**src/rtl/pe_sched_pkg.sv**
```systemverilog
// Shared types and constants for the PE scheduler/arbiter.
// Holds the FSM state encoding, PE opcode constants and a width helper.
package pe_sched_pkg;

  typedef enum logic [1:0] {
    StIdle  = 2'd0,
    StIssue = 2'd1,
    StWait  = 2'd2,
    StResp  = 2'd3
  } sched_state_e;

  // opcode_func = {funct7, opcode class}; zero-extended onto the DATA_W opcode bus
  localparam logic [11:0] OP_ADD = {7'b0000001, 5'b00001};
  localparam logic [11:0] OP_SUB = {7'b0000010, 5'b00001};
  localparam logic [11:0] OP_MUL = {7'b0000011, 5'b00001};

  function automatic int unsigned clog2(input int unsigned value);
    int unsigned res;
    res = 0;
    for (int unsigned i = 0; i < 32; i++) begin
      if ((64'd1 << i) < 64'(value)) begin
        res = i + 1;
      end
    end
    return res;
  endfunction

endpackage

```
**src/rtl/pe_sched_arbiter_if.sv**
```systemverilog
// Requester command/response channels plus the PE-side issue/result signals.
// The arbiter uses the slave view; the environment (requesters + PE) uses master.
interface pe_sched_arbiter_if #(
  parameter int unsigned NUM_REQ = 4,
  parameter int unsigned DATA_W  = 32
);

  logic [NUM_REQ-1:0]        req_valid;
  logic [NUM_REQ-1:0]        req_ready;
  logic [NUM_REQ*DATA_W-1:0] req_opcode;
  logic [NUM_REQ*DATA_W-1:0] req_op1;
  logic [NUM_REQ*DATA_W-1:0] req_op2;
  logic [NUM_REQ*DATA_W-1:0] req_op3;
  logic [NUM_REQ-1:0]        rsp_valid;
  logic [NUM_REQ-1:0]        rsp_ready;
  logic [DATA_W-1:0]         rsp_result;
  logic                      rsp_error;
  logic [DATA_W-1:0]         pe_opcode_func;
  logic [DATA_W-1:0]         pe_op1;
  logic [DATA_W-1:0]         pe_op2;
  logic [DATA_W-1:0]         pe_op3;
  logic                      pe_valid_in;
  logic [DATA_W-1:0]         pe_result_out;
  logic                      pe_result_valid;

  modport slave (
    input  req_valid, req_opcode, req_op1, req_op2, req_op3, rsp_ready,
    input  pe_result_out, pe_result_valid,
    output req_ready, rsp_valid, rsp_result, rsp_error,
    output pe_opcode_func, pe_op1, pe_op2, pe_op3, pe_valid_in
  );

  modport master (
    output req_valid, req_opcode, req_op1, req_op2, req_op3, rsp_ready,
    output pe_result_out, pe_result_valid,
    input  req_ready, rsp_valid, rsp_result, rsp_error,
    input  pe_opcode_func, pe_op1, pe_op2, pe_op3, pe_valid_in
  );

endinterface

```
**src/rtl/pe_rr_arbiter.sv**
```systemverilog
// Combinational round-robin picker: first asserted request at or after ptr_i,
// wrapping modulo NumReq. Produces a one-hot grant and its index.
module pe_rr_arbiter #(
  parameter int unsigned NumReq = 4,
  parameter int unsigned PtrW   = 2
) (
  input  logic [NumReq-1:0] req_i,
  input  logic [PtrW-1:0]   ptr_i,
  output logic [NumReq-1:0] grant_o,
  output logic [PtrW-1:0]   grant_idx_o
);

  always_comb begin
    int unsigned idx;
    logic        found;
    grant_o     = '0;
    grant_idx_o = '0;
    found       = 1'b0;
    idx         = 0;
    for (int unsigned off = 0; off < NumReq; off++) begin
      idx = 32'(ptr_i) + off;
      if (idx >= NumReq) begin
        idx = idx - NumReq;
      end
      if (!found && req_i[PtrW'(idx)]) begin
        grant_o[PtrW'(idx)] = 1'b1;
        grant_idx_o         = PtrW'(idx);
        found               = 1'b1;
      end
    end
  end

endmodule

```
**src/rtl/pe_sched_arbiter.sv**
```systemverilog
// Shares one pe_core_v2 between NUM_REQ requesters: round-robin accept, one-cycle
// issue pulse, bounded wait for the result (timeout error), then a held response.
module pe_sched_arbiter
  import pe_sched_pkg::*;
#(
  parameter int unsigned NUM_REQ = 4,
  parameter int unsigned DATA_W  = 32,
  parameter int unsigned TIMEOUT = 64
) (
  input  logic              clk,
  input  logic              rst_n,
  pe_sched_arbiter_if.slave bus,
  output logic              busy
);

  localparam int unsigned     IdxW     = clog2(NUM_REQ);
  localparam int unsigned     CntW     = clog2(TIMEOUT) + 1;
  localparam logic [CntW-1:0] WaitLast = CntW'(TIMEOUT - 1);
  localparam logic [IdxW-1:0] IdxLast  = IdxW'(NUM_REQ - 1);
  localparam logic [NUM_REQ-1:0] RspOne = {{(NUM_REQ-1){1'b0}}, 1'b1};

  sched_state_e        state_q;
  logic [IdxW-1:0]     rr_ptr_q;
  logic [IdxW-1:0]     win_idx_q;
  logic [IdxW-1:0]     grant_idx;
  logic [NUM_REQ-1:0]  grant;
  logic [NUM_REQ-1:0]  rsp_valid_q;
  logic [DATA_W-1:0]   opcode_q, op1_q, op2_q, op3_q;
  logic [DATA_W-1:0]   rsp_result_q;
  logic                rsp_error_q;
  logic                pe_valid_q;
  logic                busy_q;
  logic [CntW-1:0]     wait_cnt_q;

  logic [DATA_W-1:0] opcode_arr [NUM_REQ];
  logic [DATA_W-1:0] op1_arr    [NUM_REQ];
  logic [DATA_W-1:0] op2_arr    [NUM_REQ];
  logic [DATA_W-1:0] op3_arr    [NUM_REQ];

  for (genvar g = 0; g < NUM_REQ; g++) begin : g_unpack
    assign opcode_arr[g] = bus.req_opcode[g*DATA_W +: DATA_W];
    assign op1_arr[g]    = bus.req_op1[g*DATA_W +: DATA_W];
    assign op2_arr[g]    = bus.req_op2[g*DATA_W +: DATA_W];
    assign op3_arr[g]    = bus.req_op3[g*DATA_W +: DATA_W];
  end

  pe_rr_arbiter #(
    .NumReq (NUM_REQ),
    .PtrW   (IdxW)
  ) u_rr_arbiter (
    .req_i       (bus.req_valid),
    .ptr_i       (rr_ptr_q),
    .grant_o     (grant),
    .grant_idx_o (grant_idx)
  );

  always_ff @(posedge clk or negedge rst_n) begin
    if (!rst_n) begin
      state_q      <= StIdle;
      rr_ptr_q     <= '0;
      win_idx_q    <= '0;
      opcode_q     <= '0;
      op1_q        <= '0;
      op2_q        <= '0;
      op3_q        <= '0;
      wait_cnt_q   <= '0;
      rsp_result_q <= '0;
      rsp_error_q  <= 1'b0;
      rsp_valid_q  <= '0;
      pe_valid_q   <= 1'b0;
      busy_q       <= 1'b0;
    end else begin
      pe_valid_q <= 1'b0;
      case (state_q)
        StIdle: begin
          if (|bus.req_valid) begin
            opcode_q   <= opcode_arr[grant_idx];
            op1_q      <= op1_arr[grant_idx];
            op2_q      <= op2_arr[grant_idx];
            op3_q      <= op3_arr[grant_idx];
            win_idx_q  <= grant_idx;
            pe_valid_q <= 1'b1;
            busy_q     <= 1'b1;
            state_q    <= StIssue;
          end
        end
        StIssue: begin
          wait_cnt_q <= '0;
          state_q    <= StWait;
        end
        StWait: begin
          // A result landing on the timeout cycle still wins over the error.
          if (bus.pe_result_valid) begin
            rsp_result_q <= bus.pe_result_out;
            rsp_error_q  <= 1'b0;
            rsp_valid_q  <= RspOne << win_idx_q;
            state_q      <= StResp;
          end else if (wait_cnt_q == WaitLast) begin
            rsp_result_q <= '0;
            rsp_error_q  <= 1'b1;
            rsp_valid_q  <= RspOne << win_idx_q;
            state_q      <= StResp;
          end else if (wait_cnt_q != '1) begin
            wait_cnt_q <= wait_cnt_q + 1'b1;
          end
        end
        StResp: begin
          if (bus.rsp_ready[win_idx_q]) begin
            rsp_valid_q  <= '0;
            rsp_result_q <= '0;
            rsp_error_q  <= 1'b0;
            busy_q       <= 1'b0;
            rr_ptr_q     <= (win_idx_q == IdxLast) ? '0 : win_idx_q + 1'b1;
            state_q      <= StIdle;
          end
        end
        default: state_q <= StIdle;
      endcase
    end
  end

  assign bus.req_ready      = (state_q == StIdle) ? grant : '0;
  assign bus.rsp_valid      = rsp_valid_q;
  assign bus.rsp_result     = rsp_result_q;
  assign bus.rsp_error      = rsp_error_q;
  assign bus.pe_opcode_func = opcode_q;
  assign bus.pe_op1         = op1_q;
  assign bus.pe_op2         = op2_q;
  assign bus.pe_op3         = op3_q;
  assign bus.pe_valid_in    = pe_valid_q;
  assign busy               = busy_q;

endmodule

```
**src/flat_wrapper.sv**
```systemverilog
// flat-port wrapper written by rule: the top's interface ports become plain ports
module pe_sched_arbiter_flat import pe_sched_pkg::*;
#(
  parameter int unsigned NUM_REQ = 4,
  parameter int unsigned DATA_W  = 32,
  parameter int unsigned TIMEOUT = 64
)
  (clk, rst_n, busy, bus_req_valid, bus_req_opcode, bus_req_op1, bus_req_op2, bus_req_op3, bus_rsp_ready, bus_pe_result_out, bus_pe_result_valid, bus_req_ready, bus_rsp_valid, bus_rsp_result, bus_rsp_error, bus_pe_opcode_func, bus_pe_op1, bus_pe_op2, bus_pe_op3, bus_pe_valid_in);
  pe_sched_arbiter_if #(.NUM_REQ(NUM_REQ), .DATA_W(DATA_W)) bus_i ();
  input  logic clk;
  input  logic rst_n;
  output logic busy;
  input wire logic [$bits(bus_i.req_valid)-1:0] bus_req_valid;
  input wire logic [$bits(bus_i.req_opcode)-1:0] bus_req_opcode;
  input wire logic [$bits(bus_i.req_op1)-1:0] bus_req_op1;
  input wire logic [$bits(bus_i.req_op2)-1:0] bus_req_op2;
  input wire logic [$bits(bus_i.req_op3)-1:0] bus_req_op3;
  input wire logic [$bits(bus_i.rsp_ready)-1:0] bus_rsp_ready;
  input wire logic [$bits(bus_i.pe_result_out)-1:0] bus_pe_result_out;
  input wire logic [$bits(bus_i.pe_result_valid)-1:0] bus_pe_result_valid;
  output wire logic [$bits(bus_i.req_ready)-1:0] bus_req_ready;
  output wire logic [$bits(bus_i.rsp_valid)-1:0] bus_rsp_valid;
  output wire logic [$bits(bus_i.rsp_result)-1:0] bus_rsp_result;
  output wire logic [$bits(bus_i.rsp_error)-1:0] bus_rsp_error;
  output wire logic [$bits(bus_i.pe_opcode_func)-1:0] bus_pe_opcode_func;
  output wire logic [$bits(bus_i.pe_op1)-1:0] bus_pe_op1;
  output wire logic [$bits(bus_i.pe_op2)-1:0] bus_pe_op2;
  output wire logic [$bits(bus_i.pe_op3)-1:0] bus_pe_op3;
  output wire logic [$bits(bus_i.pe_valid_in)-1:0] bus_pe_valid_in;
  assign bus_i.req_valid = bus_req_valid;
  assign bus_i.req_opcode = bus_req_opcode;
  assign bus_i.req_op1 = bus_req_op1;
  assign bus_i.req_op2 = bus_req_op2;
  assign bus_i.req_op3 = bus_req_op3;
  assign bus_i.rsp_ready = bus_rsp_ready;
  assign bus_i.pe_result_out = bus_pe_result_out;
  assign bus_i.pe_result_valid = bus_pe_result_valid;
  assign bus_req_ready = bus_i.req_ready;
  assign bus_rsp_valid = bus_i.rsp_valid;
  assign bus_rsp_result = bus_i.rsp_result;
  assign bus_rsp_error = bus_i.rsp_error;
  assign bus_pe_opcode_func = bus_i.pe_opcode_func;
  assign bus_pe_op1 = bus_i.pe_op1;
  assign bus_pe_op2 = bus_i.pe_op2;
  assign bus_pe_op3 = bus_i.pe_op3;
  assign bus_pe_valid_in = bus_i.pe_valid_in;
  pe_sched_arbiter #(.NUM_REQ(NUM_REQ), .DATA_W(DATA_W), .TIMEOUT(TIMEOUT)) u_core (.clk(clk), .rst_n(rst_n), .bus(bus_i), .busy(busy));
endmodule
```
**config.mk**
```make
export PLATFORM = sky130hd
export DESIGN_NAME = pe_sched_arbiter_flat
export DESIGN_NICKNAME = d
export VERILOG_FILES = /design/src/rtl/pe_sched_pkg.sv /design/src/rtl/pe_sched_arbiter_if.sv /design/src/rtl/pe_rr_arbiter.sv /design/src/rtl/pe_sched_arbiter.sv /design/src/flat_wrapper.sv
export SDC_FILE = /design/constraint.sdc
export NUM_CORES = 1
export LEC_CHECK = 0
export CORE_AREA = 2 2 284 286
export CTS_CLUSTER_DIAMETER = 150
export DETAILED_ROUTE_END_ITERATION = 10
export DIE_AREA = 0 0 286 288
export PLACE_DENSITY_LB_ADDON = 0.2
export SYNTH_ARGS = -nofsm -noshare
export SYNTH_HDL_FRONTEND = slang
export SYNTH_SLANG_ARGS = --single-unit
```
**constraint.sdc**
```tcl
create_clock -name clk -period 3 [get_ports clk]
set_input_delay 0.3 -clock clk [delete_from_list [all_inputs] [get_ports clk]]
set_output_delay 0.3 -clock clk [all_outputs]
set_load 0.02 [all_outputs]
```
; Word-level counts from Yosys, hierarchy flattened
; Cells that the tools add are included.
[totals]
reg_bits = 180
memories = 0
latchBits = 0
output_inout_bits = 171
rom_bits = 0
inputBits = 555
wordCells = 146
mem_bits_rw = 0
[classes]
mux = 72
n_lt_le_gt_ge = 14
bitwise_logic = 4
eq_ne = 12
n_addsub = 9
div_mod_pow = 0
multipliers = 0
reduce_logical = 21
shift = 1
[ops]
columns = op, n
row1 = $mux W32, 11
row2 = $bmux W32 S2, 4
row3 = $pmux W32 S2, 1
row4 = $mux W4, 8
row5 = $mux W2, 13
row6 = $mux W7, 3
row7 = $mux W1, 18
row8 = $lt A2 B3 Y1 const B, 5
row9 = $pmux W7 S2, 1
row10 = $ge A3 B3 Y1 const B, 4
row11 = $or A4 B4 Y4, 3
row12 = $bmux W1 S2, 5
row13 = $reduce_and A3 Y1, 3
row14 = $demux W1 S2, 4
row15 = $ge A2 B1 Y1 const B, 4
row16 = $pmux W2 S4, 1
row17 = $pmux W4 S2, 1
row18 = $sub A2 B1 Y2 const B, 4
row19 = $add A7 B1 Y7 const B, 1
row20 = $eq A7 B6 Y1 const B, 1
row21 = $logic_and A1 B1 Y1, 7
row22 = $ne A7 B7 Y1 const B, 1
row23 = $add A2 B2 Y3 const B, 2
row24 = $eq A2 B2 Y1 const B, 3
row25 = other kinds (16), 25

; Logic depth before layout (Yosys ltp)
[logic_depth]
depth_word = 18
mapped_depth = 12

; Modules after synthesis
; A second synthesis with hierarchy kept.
[unflattened]
cells_unflattened = 731
hier_area_um2 = 11058.1
[by_module_without_submodules]
columns = module, instances, seq_area_each_um2, cells_per_inst, area_each_um2
row1 = pe_sched_arbiter, 1, 4504.3, 666, 10568.9
row2 = pe_rr_arbiter, 1, 0.0, 65, 489.2

; Worst setup path after synthesis
; No wires, ideal clock.
[synth_path]
path_type = reg-to-reg
startpoint = register u_core.rr_ptr_q[0]
endpoint = register u_core.op1_q[7] (netlist: u_core.bus.pe_op1[7])
arrival_time_ns = 2.604
stages_incl_launch_ff = 13
setup_slack_ns = 0.262
required_time_ns = 2.866
path_buffers = 4
path_cell_list = dfrtp_1 buf_4 inv_1 ha_1 mux4_2 nor2b_4 o21a_1 buf_4 nor2_8 buf_12 buf_8 mux2i_1 o211ai_2
[synth_between]
elab_chain_cells = 18
word_cells_on_any_way = 40
classes_between = add/sub: 7 / order compare: 4 / mux: 22 / bitwise: 1 / reduce/logical: 6
[synth_rtl]
columns = element, line_no
row1 = "start, declared", pe_sched_arbiter.sv:23  ; logic [IdxW-1:0] rr_ptr_q;
row2 = "start signal, assigned", pe_sched_arbiter.sv:113  ; rr_ptr_q <= (win_idx_q == IdxLast) ? '0 : win_idx_q + 1'b1;
row3 = branches (longest 13 deep; another with $add A2 B1 Y3), -
row4 = $mux W2 *, pe_rr_arbiter.sv:25  ; if (!found && req_i[PtrW'(idx)]) begin
row5 = $not A2 Y3 (not written as such) *, pe_sched_arbiter.sv:78  ; op1_q <= op1_arr[grant_idx];
row6 = $bmux W32 S2 *, pe_sched_arbiter.sv:78
row7 = $mux W32 (not written as such) * (2 in a row), pe_sched_arbiter.sv:78
row8 = "end signal, assigned", pe_sched_arbiter.sv:78
row9 = "end, declared", pe_sched_arbiter.sv:28  ; logic [DATA_W-1:0] opcode_q, op1_q, op2_q, op3_q;
; Mark *: on every way between the ends. The select of a mux whose other input is x is not followed.
; A chain may end at the register's enable or synchronous reset.

; Final worst setup path
[layout_path]
startpoint = register u_core.rr_ptr_q[0]
endpoint = output bus_req_ready[0]
[layout_between]
elab_chain_cells = 15
word_cells_on_any_way = 60
classes_between = add/sub: 7 / order compare: 12 / mux: 28 / bitwise: 3 / reduce/logical: 10
[layout_rtl]
columns = element, line_no
row1 = branches (longest 13 deep; another with $add A2 B1 Y3), -
row2 = $mux W4 *, pe_rr_arbiter.sv:25
row3 = $mux W4 *, pe_sched_arbiter.sv:122  ; assign bus.req_ready = (state_q == StIdle) ? grant : '0;
row4 = "end, declared", flat_wrapper.sv:21  ; output wire logic [$bits(bus_i.req_ready)-1:0] bus_req_ready;
; Marked as above.

==> flow_summary.json <==
{
  "wirelength_um": 63200,
  "root_buffer": "clkbuf_16",
  "hp-class": "in2reg",
  "grt_first_pass_wirelength_um": 91100,
  "grt_usage_pct": 14.8,
  "drt_pass1_iterations": 5,
  "antenna_found_initial": 6,
  "synthTopCellsByArea": "dfrtp_1 39%, mux2i_1 11%, a21o_1 8.2%",
  "portBuffers": 725,
  "clock_path_buffers": 2,
  "synth_nets": 1872,
  "die_x_um": 286,
  "die-area_um2": 82400,
  "num_rows": 104,
  "async_reset_ff_share_pct": 100,
  "synth.top_cell.area_share_pct": 38.9,
  "critPathRequiredTime_ns": 2.70,
  "fin_nets": 2598,
  "yosys_warnings": 0,
  "crit_fanout": 4,
  "wire_per_inst_um": 20.4,
  "ir_drop_mv": 0.752,
  "max_slew_margin_pct": 55.7,
  "p_leak_nw": 8.77,
  "min_period_ns": 2.85,
  "total_power_mw": 22.1,
  "drt_iter0_markers": 508,
  "cts_tree": "yes",
  "h-tree-depth": 4,
  "synthCells": 1301,
  "coreArea_um2": 79600,
  "synth_seq_cells": 180,
  "finClkSkew_ns": 0.0252,
  "hold_violations": 0,
  "start_kind": "register",
  "max_freq_mhz": 351,
  "regArea_um2": 4500,
  "ant_nets": 0,
  "powerDensity_nw_per_um2": 1030,
  "clk_pin_slew_ns": 0.10,
  "multi_input_area_um2": 6430,
  "cpPeakStageDelay_ns": 0.42,
  "final_area_um2": 21400,
  "clock_latency_ns": 0.51,
  "clock_sink_count": 180,
  "route.detailed.drc": 0,
  "whs_ns": 0.337,
  "synth.most_common_cell": "nand2_1",
  "dpl.hpwl_um": 47900,
  "place.gp.congestion": 0.844,
  "postSynthAreaPerCell_um2": 8.90,
  "r2r_slack_ns": 0.20,
  "fin_cells": 3103,
  "setup_slack_ns": 0.149,
  "netlist_area_um2": 11600,
  "dp.cells": 3063,
  "drive_above_1_share_pct": 8.73,
  "placed_area_um2": 20700,
  "yosys.area.top_type": "dfrtp_1",
  "status": "finished clean",
  "place_ws_ns": -0.169,
  "finalMaxSlewViolations": 0,
  "fin_setup_tns_ns": 0,
  "start_util_pct": 14.5,
  "min_period_over_period_pct": 95.0,
  "finalSetupViolCount": 0,
  "grt_pass1_vias": 13500,
  "cts_buffers": 17,
  "area_delta_synth_final_pct": 84.9,
  "cp_cell_sequence": "inv_2 > ha_4 > mux4_2 > nor2b_2 > and2_4 > a22oi_1 > o21ai_1 > and2_1 > clkdlybuf4s15_2",
  "yosys_most_used_dff": "dfrtp_1",
  "maxCapViolCount": 0,
  "arrival_ns": 2.55,
  "grt_max_degree": 75,
  "end_kind": "output port",
  "worst_slew_pin_slew_ns": 0.664,
  "fillers": 8532,
  "synth_commonest_cells": "212 x nand2_1, 180 x dfrtp_1, 174 x o21ai_0",
  "worst_path_max_delay_cell": "dfrtp_1",
  "vias_per_cell": 4.17,
  "die_y_um": 288,
  "ios": 726,
  "overflow": 0,
  "synth_cell_types": 42,
  "synth_edf_count": 0,
  "vias": 13000,
  "final_core_util_pct": 26.9,
  "ys_seq_area_share_pct": 38.9,
  "worstSetupPathType": "reg2out"
}
==> final timing paths <==
kind,cells after the start,from,end
max in group asynchronous,3,rst_n,u_core.bus.pe_op3[26]
hold / removal,3,bus_pe_result_out[10],u_core.bus.rsp_result[10]
hold reg to reg,2,u_core.bus.rsp_result[21],u_core.bus.rsp_result[21]
min in group asynchronous,2,rst_n,u_core.bus.pe_op1[6]
setup reg to reg,11,u_core.rr_ptr_q[0],u_core.bus.pe_opcode_func[18]
setup / recovery,9,u_core.rr_ptr_q[0],bus_req_ready[0]
==> sequential cells by signal, summed over array words and instances (netlist names) <==
name and cells:
u_core.bus.pe_valid_in 1, u_core.bus.rsp_result 32, u_core.wait_cnt_q 7, u_core.win_idx_q 2, u_core.rr_ptr_q 2, u_core.bus.pe_op1 32
u_core.bus.pe_op3 32, u_core.bus.pe_op2 32, u_core.bus.rsp_error 1, u_core.bus.pe_opcode_func 32, u_core.bus.rsp_valid 4, u_core.busy 1
u_core.state_q 2
==> cell usage in the layout, fill, tap and decap left out, drive strengths merged, types with 2 or more instances in the layout <==
cell / count
clkdlybuf4s50: 720
nand2: 212
dfrtp: 180
o21ai: 175
mux2i: 130
nand3: 129
o211ai: 129
a21o: 127
buf: 108
clkbuf: 18
inv: 18
ha: 16
a22oi: 8
nor2: 8
and2: 7
clkinv: 6
nand2b: 6
mux4: 5
nor2b: 5
clkdlybuf4s15: 4
diode: 3
nand3b: 3
nor3: 3
a21oi: 3
xor2: 3
o31ai: 2
mux2: 2
a211o: 2
a211oi: 2
o21a: 2
==> cell type report <==
type                            instances  area share, %
Inverter                                9          0.158
Clock inverter                         15           1.04
Timing Repair Buffer                  834           39.6
Clock buffer                           17           1.99
Multi-Input combinational cell        985           30.0
Antenna cell                            3         0.0350
Sequential cell                       180           21.0
Tap cell                             1060           6.19
==> where the power goes <==
group,internal [mW],switching (mW),total [mW]
clock network,1.18,1.42,2.59
logic,6.91,8.42,15.3
registers,3.53,0.664,4.20
total,11.6,10.5,22.1
==> metal layers <==
metal / routed length, um / share of wire (%) / global-route usage [%] / up-vias
met5: 34 / 0.054 / 0 / -
met4: 1870 / 3.0 / 5.77 / 6
met3: 3370 / 5.3 / 3.37 / 80
met2: 32700 / 52 / 26.3 / 453
met1: 25200 / 40 / 17.3 / 6256
li1: - / - / - / 6157
==> critical path, delay by kind of cell (launching register included) <==
kind	cells	cell delay, ns
fa+ha+maj	1	0.29
buf+inv	2	0.34
flops	1	0.42
compound gates	2	0.25
simple gates	3	0.48
mux	1	0.27
==> kinds of logic (layout without fill, tap and decap cells) <==
group / count (synthesis) / in the layout / synth area share [%]
other: 0 / 3 / 0
AOI/OAI and AO/OA: 452 / 452 / 26.0
adders and majority gates: 16 / 16 / 1.73
muxes: 137 / 137 / 12.4
DFF: 180 / 180 / 38.9
xor gates and xnor gates: 3 / 3 / 0.227
and+or+nand+nor: 377 / 377 / 14.4
buffers and inverters: 136 / 875 / 6.37
==> timing repair <==
item / in CTS / in global routing
gates resized for setup: 17 / 5
gates cloned: 0 / 0
buffers inserted: 0 / 4
setup endpoints to repair: 5 / 5
pin swaps: 0 / 1
hold buffers: 1 / 0
endpoints found under the hold margin: 60 / 0
Power figures use the tool's default switching activity.
